[src/rtl/ctrl_stream_tx.sv]
// Byte-FIFO-fed 8N1 UART transmitter. The frame FSM pops the FIFO head on
// entry to START; o_tx and o_busy are registered one cycle behind the state.
module ctrl_stream_tx #(
   parameter int TICKS_PER_BIT = 9,
   parameter int FIFO_DEPTH    = 16
) (
   input  logic                         i_clk,
   input  logic                         reset,
   input  logic                         i_enable,
   input  logic [7:0]                   i_data,
   input  logic                         i_wr,
   output logic                         o_full,
   output logic                         o_empty,
   output logic [$clog2(FIFO_DEPTH):0]  o_level,
   output logic                         o_overflow,
   output logic                         o_busy,
   output logic                         o_tx
);
   localparam int AW = $clog2(FIFO_DEPTH);
   localparam int TW = $clog2(TICKS_PER_BIT);
   localparam logic [AW:0]   FULL_LVL = FIFO_DEPTH[AW:0];
   localparam logic [TW-1:0] TMAX     = TW'(TICKS_PER_BIT - 1);

   typedef enum logic [1:0] {IDLE, START, DATA, STOP} state_t;

   state_t        state;
   logic [TW-1:0] timer;
   logic [2:0]    bit_idx;
   logic [7:0]    shreg;
   logic [7:0]    mem [FIFO_DEPTH];
   logic [AW-1:0] wr_ptr, rd_ptr;
   logic [AW:0]   level;
   logic          push, pop, bit_end;

   assign o_level = level;
   assign o_full  = (level == FULL_LVL);
   assign o_empty = (level == '0);
   assign bit_end = (timer == TMAX);
   // A full FIFO drops the push even when a pop frees a slot this cycle.
   assign push    = i_wr && !o_full;
   assign pop     = !o_empty && i_enable && ((state == IDLE) || (state == STOP && bit_end));

   always_ff @(posedge i_clk) begin
      if (push) mem[wr_ptr] <= i_data;
   end

   always_ff @(posedge i_clk or posedge reset) begin
      if (reset) begin
         wr_ptr     <= '0;
         rd_ptr     <= '0;
         level      <= '0;
         o_overflow <= 1'b0;
      end else begin
         if (push) wr_ptr <= wr_ptr + AW'(1);
         if (pop)  rd_ptr <= rd_ptr + AW'(1);
         if (i_wr && o_full) o_overflow <= 1'b1;
         case ({push, pop})
            2'b10:   level <= level + (AW+1)'(1);
            2'b01:   level <= level - (AW+1)'(1);
            default: level <= level;
         endcase
      end
   end

   always_ff @(posedge i_clk or posedge reset) begin
      if (reset) begin
         state   <= IDLE;
         timer   <= '0;
         bit_idx <= '0;
         shreg   <= '0;
         o_tx    <= 1'b1;
         o_busy  <= 1'b0;
      end else begin
         o_tx   <= (state == START) ? 1'b0 : (state == DATA) ? shreg[0] : 1'b1;
         o_busy <= (state != IDLE);
         case (state)
            IDLE: begin
               timer <= '0;
               if (pop) begin
                  state <= START;
                  shreg <= mem[rd_ptr];
               end
            end
            START: begin
               if (bit_end) begin
                  state   <= DATA;
                  timer   <= '0;
                  bit_idx <= '0;
               end else timer <= timer + TW'(1);
            end
            DATA: begin
               if (bit_end) begin
                  timer <= '0;
                  shreg <= shreg >> 1;
                  if (bit_idx == 3'd7) state <= STOP;
                  else bit_idx <= bit_idx + 3'd1;
               end else timer <= timer + TW'(1);
            end
            STOP: begin
               if (bit_end) begin
                  timer <= '0;
                  // Chain straight into the next frame with no idle gap.
                  if (pop) begin
                     state <= START;
                     shreg <= mem[rd_ptr];
                  end else state <= IDLE;
               end else timer <= timer + TW'(1);
            end
            default: state <= IDLE;
         endcase
      end
   end
endmodule

[config.mk]
export PLATFORM = sky130hd
export DESIGN_NAME = ctrl_stream_tx
export DESIGN_NICKNAME = d
export VERILOG_FILES = /design/src/rtl/ctrl_stream_tx.sv
export SDC_FILE = /design/constraint.sdc
export NUM_CORES = 1
export LEC_CHECK = 0
export CAP_MARGIN = 30
export CORE_AREA = 4 4 153 170
export CTS_CLUSTER_DIAMETER = 150
export DETAILED_ROUTE_END_ITERATION = 6
export DIE_AREA = 0 0 157 174
export GPL_TIMING_DRIVEN = 1
export PLACE_DENSITY = 0.53
export RECOVER_POWER = 100
export SYNTH_ARGS = -nofsm -noshare
export SYNTH_HDL_FRONTEND = slang
export SYNTH_SLANG_ARGS = --single-unit
export TNS_END_PERCENT = 1
[constraint.sdc]
create_clock -name i_clk -period 3.6 [get_ports i_clk]
set_clock_uncertainty 0.1 [all_clocks]
set_input_delay 0.54 -clock i_clk [delete_from_list [all_inputs] [get_ports i_clk]]
set_output_delay 0.54 -clock i_clk [all_outputs]
set_load 0.005 [all_outputs]
After elaboration in Yosys (flattened, before gate mapping)
Memories as Yosys holds them, arrays and structs flattened.
Cells that the tools add are included.
W data, S select, Z words.
{"block": "word_totals", "ff_bits": 33, "ramBits": 128, "output_inout_bits": 10, "word_cells": 71, "input_bits": 12, "memories": 1}
{"memory": "mem", "words": 16, "word_bits": 8, "rd": 1, "rd_ports_with_merged_regs": 0, "wr": 1, "line_no": "30", "source": "logic [7:0] mem [FIFO_DEPTH];"}
{"block": "op_classes", "n_eq_ne": 14, "reduce_logical": 18, "add_sub_neg": 6, "muxes": 22}
{"cell": "$mux W8", "n": 3}
{"cell": "$pmux W8 S3", "n": 1}
{"cell": "$add A4 B1 Y4 const B", "n": 3}
{"cell": "$mux W2", "n": 5}
{"cell": "$ne A2 B2 Y1 const B", "n": 5}
{"cell": "$pmux W5 S2", "n": 1}
{"cell": "$mux W3", "n": 3}
{"cell": "$pmux W2 S4", "n": 1}
{"cell": "$pmux W4 S2", "n": 1}
{"cell": "$eq A2 B2 Y1 const B", "n": 3}
{"cell": "$pmux W3 S2", "n": 1}
{"cell": "$reduce_bool A2 Y1", "n": 3}
{"cell": "$add A5 B1 Y5 const B", "n": 1}
{"cell": "$eq A5 B5 Y1 const B", "n": 1}
{"cell": "$logic_and A1 B1 Y1", "n": 5}
{"cell": "$logic_not A5 Y1", "n": 1}
{"cell": "$mux W1", "n": 5}
{"cell": "$reduce_and A5 Y1", "n": 1}
{"cell": "$sub A5 B1 Y5 const B", "n": 1}
{"cell": "$eq A2 B1 Y1 const B", "n": 2}
{"cell": "$eq A4 B4 Y1 const B", "n": 1}
{"cell": "$mux W4", "n": 1}
{"cell": "$reduce_and A4 Y1", "n": 1}
{"cell": "$add A3 B1 Y3 const B", "n": 1}
{"cell": "other kinds (8)", "n": 9}

Logic depth before layout (Yosys ltp)
{"block": "depth", "ltp_word": 7, "depth_mapped": 13, "depth_no_buf": 12}

Least setup slack after synthesis
Ideal clock, no wire load.
{"block": "synth_path", "path_type": "reg2reg", "start": "register level[0], in the netlist o_level[0]", "end": "register level[4], in the netlist o_level[4]", "setup_time_ns": 0.130, "n_path_buf": 0, "required_ns": 3.370, "setup_slack_ns": 0.744, "t_arrival_ns": 2.626, "stages_incl_launch_ff": 11, "synth_period_minus_slack_ns": 2.856, "cell_sequence": "dfrtp_1 or4_4 o21ai_4 nor2_2 ha_1 fa_1 a21o_1 a21oi_1 xor2_1 nor2_1 xor2_1"}
{"block": "synth_via", "elab_chain_len": 6, "word_cells_on_any_way": 13, "cone_classes": "add/sub (2); eq/ne (3); mux (1); reduce/logical (7)"}
{"element": "start, declared", "line_no": "32", "source": "logic [AW:0] level;"}
{"element": "start signal, assigned", "line_no": "58", "source": "2'b10: level <= level + (AW+1)'(1);"}
{"element": "start signal, assigned", "line_no": "59", "source": "2'b01: level <= level - (AW+1)'(1);"}
{"element": "start signal, assigned", "line_no": "60", "source": "default: level <= level;"}
{"element": "$logic_not A5 Y1 (*)", "line_no": "37", "source": "assign o_empty = (level == '0);"}
{"element": "$logic_not A1 Y1 (*)", "line_no": "41", "source": "assign pop = !o_empty && i_enable && ((state == IDLE) || (state == STOP && bit_end));"}
{"element": "$logic_and A1 B1 Y1 (*) (2 in a row)", "line_no": "41"}
{"element": "via pop", "line_no": "33", "source": "logic push, pop, bit_end;"}
{"element": "$eq A2 B1 Y1 or $eq A2 B2 Y1 (tied branches)", "line_no": "57", "source": "case ({push, pop})"}
{"element": "$pmux W5 S2 or $reduce_bool A2 Y1 (tied branches)"}
The timed path passes the listed nets; every way through them passes the cells marked *.
A chain may end at the register's enable or synchronous reset.

Worst setup path in the final report
Ends and elaborated chain as after synthesis.

==> summary.md <==
| Metric | Value |
|---|---|
| Status | `complete, but fails checks` |
| Synthesized cell area | `6695 um2` |
| Synthesis Warnings | `0` |
| Final Wtd Congestion | `0.7565` |
| Final nets | `approximately 460` |
| Std-Cell Rows | `60` |
| Most common cell after layout, fill and taps aside | `edfxtp_1` |
| Number of DRC markers in iteration 0 | `approximately 160` |
| Ant diodes | `0` |
| Crit path capture | `o_level[4]` |
| Crit Path Max Fanout | `6` |
| Die width | `about 160 um` |
| First-pass GRT wire length | `20690 um` |
| Layout cell share with drive strength beyond 1 | `roughly 15%` |
| Crit path DAT | `between 3 and 4 ns` |
| Post-cts sizing count | `0` |
| Final hold viol count | `0` |
| Synthesis-to-finish area growth | `16.78%` |
| Clock sink total | `between 150 and 200` |
| Fmax | `around 330 MHz` |
| Slew Limit Fails | `34` |
| Final period util | `a little under nine tenths` |
| Core area | `roughly 24000 um2` |
| Failing checks | `max-capacitance violations, max-slew violations` |
| Largest net degree at the start of global routing | `34` |
| Ys async rst share | `~20%` |
| Setup_tns | `0 ns` |
| CP Capture Type | `flop` |
| Syn Inst Count | `approximately 390` |
| Initial Util | `27.61%` |
| H-tree depth | `4` |
| Peak VDD IR | `~0.00019 V` |
| PnR worst setup slack | `around 0.53 ns` |
| Clk Latency, worst-skew pair | `0.42 ns` |
| Dpl ws | `about 0.49 ns` |
| DR WL/cell | `17.34 um` |
| Layout Utilization | `about 32%` |
| Worst R2R Path Depth | `10` |
| Root Buffer | `clkbuf_16` |
| Die Y | `around 170 um` |
| Aggregate routed wire length | `~13000 um` |
| Ports | `22` |
| Non-filler cells, final | `~760` |
| Critical Path RT | `3.81 ns` |
| # hold bufs at CTS | `0` |
| # Post-CTS Setup Buffers | `0` |
| Worst Max-Slew Pin Slew | `approximately 1.9 ns` |
| IO Port Bufs | `21` |
| GRT overflow | `0` |
| Reg-to-Reg Start | `o_level[0]` |
| Initial antenna violation count | `0` |
| CTS buffer count | `17` |
| #FFs+latches synth | `161` |
| Max Cap Viol | `1` |
| Sequential share of the synthesized area | `between 60 and 70%` |
| RR Endpoint | `o_level[4]` |
| Setup CP Type | `reg -> reg` |
| Final ANT Viol Nets | `0` |
| Final HPWL DP | `a little under 9000 um` |
| Hold_ws | `0.3545 ns` |
| Vias in the first global route | `between 3000 and 4000` |
| DRT Pass-1 Iters | `4` |
| Clock slew at reported path FFs | `roughly 0.060 ns` |
| Pwr dens | `roughly 580 nW/um2` |
| Post-Syn Nets | `422` |
| Overall Global Routing Usage | `10.16%` |
| Setup Viol. Count Final | `0` |
| Post-synth EDFFs | `between 100 and 150` |
| Via-to-Cell Ratio | `about 4.5` |
| RSZ-0062 raised after global routing | `false` |
| Synth Flop Type | `edfxtp_1` |
| Worst min path class | `reg -> reg` |
| Final Critical Period | `between 3 and 4 ns` |
| Worst Setup SP | `o_level[0]` |
| FF-to-FF setup slack | `0.53 ns` |
| Placed Cells | `just over 700` |
| Leak | `approximately 2.6 nW` |
| Commonest non-fill, non-tap cells in the layout | `edfxtp_1 (128), dfrtp_1 (32), mux4_2 (31), nor2_1 (26), a21oi_1 (25)` |
| CTS max path bufs | `2` |
| Residual DRC | `0` |
| Avg Inst Size Synth | `17.12 um2` |
| Kind of start point of the critical path | `flop` |
| CTS tree | `yes` |
| Synth cell types | `44` |
| Slew headroom | `-24.20%` |
| Die area | `approximately 27000 um2` |
| Number of fill cells in the layout | `approximately 2300` |
| Vias | `3400` |
kinds of logic after synthesis:
| family | Yosys count | synth area share, % |
|---|---|---|
| flip-flops | 161 | 69.76 |
| AND/OR/NAND/NOR | 67 | 4.747 |
| AO/OA/AOI/OAI | 60 | 5.868 |
| multiplexers | 40 | 11.89 |
| buffers and inverters | 31 | 2.374 |
| adder cells (fa/ha/maj) | 19 | 3.663 |
| XOR/XNOR | 13 | 1.701 |
through the flow:
step | instance area [um2] | total power [mW]
after floorplan | 6695 | 2.639
after global placement | 7335 | 2.883
after detailed placement | 7335 | 2.911
after CTS | 7899 | 4.647
after global routing | 7819 | 4.752
final | 7819 | 4.547
cell usage after synthesis (all sizes together), types with 6 or more instances:
library cell  instances  share of area (%)
inv                  13               0.73
mux4                 31                 10
buf                  14                1.4
dfrtp                32                 12
nor3                  7               0.52
nand2                17               0.95
mux2i                 6               0.90
nor2                 26                1.5
a22oi                15                1.7
a21oi                25                1.9
o21ai                10               0.92
edfxtp              128                 57
xnor2                 9                1.2
ha                   18                3.4
final cells by class:
class | count | area [um2] | share of cell area, %
sequential | 161 | 4671 | 59.74
clock buffer | 18 | 429.2 | 5.489
clock inverter | 14 | 135.1 | 1.728
inverter | 13 | 48.80 | 0.6241
tap | 310 | 387.9 | 4.961
multi-input combinational | 199 | 1851 | 23.67
timing repair buffer | 41 | 296.5 | 3.793
power breakdown:
part	switching [mW]	internal, mW	total (mW)
registers	0.107	2.22	2.32
clock network	0.716	1.02	1.73
logic	0.283	0.208	0.491
sequential cells by signal, indices dropped and copies added (netlist names):
register / flops
bit_idx: 3
mem: 128
o_busy: 1
o_level: 5
o_overflow: 1
o_tx: 1
rd_ptr: 4
shreg: 8
state: 2
timer: 4
wr_ptr: 4
worst min-delay path by stage:
stage / from / end / cells past startpoint
floorplan: o_overflow / o_overflow / 1
global route: o_overflow / o_overflow / 1
detailed placement: o_overflow / o_overflow / 1
global placement: o_overflow / o_overflow / 1
finish: o_overflow / o_overflow / 1
CTS: o_overflow / o_overflow / 1
metal layers:
metal / share of wire (%) / global-route usage (%)
met1: 42 / 11.82
met2: 52 / 17.64
met3: 2.9 / 2.764
met4: 2.3 / 4.051
met5: 0 / 0
critical path, stage by stage (launching register included):
cell and delay, ns:
dfrtp_1 0.45, or4_1 0.62, o21ai_4 0.18, nor2_1 0.15, ha_1 0.29, fa_1 0.43
a21o_1 0.20, a21oi_1 0.17, xor2_1 0.15, nor2_1 0.06, xor2_1 0.14
(Power assumes the default switching activity.)
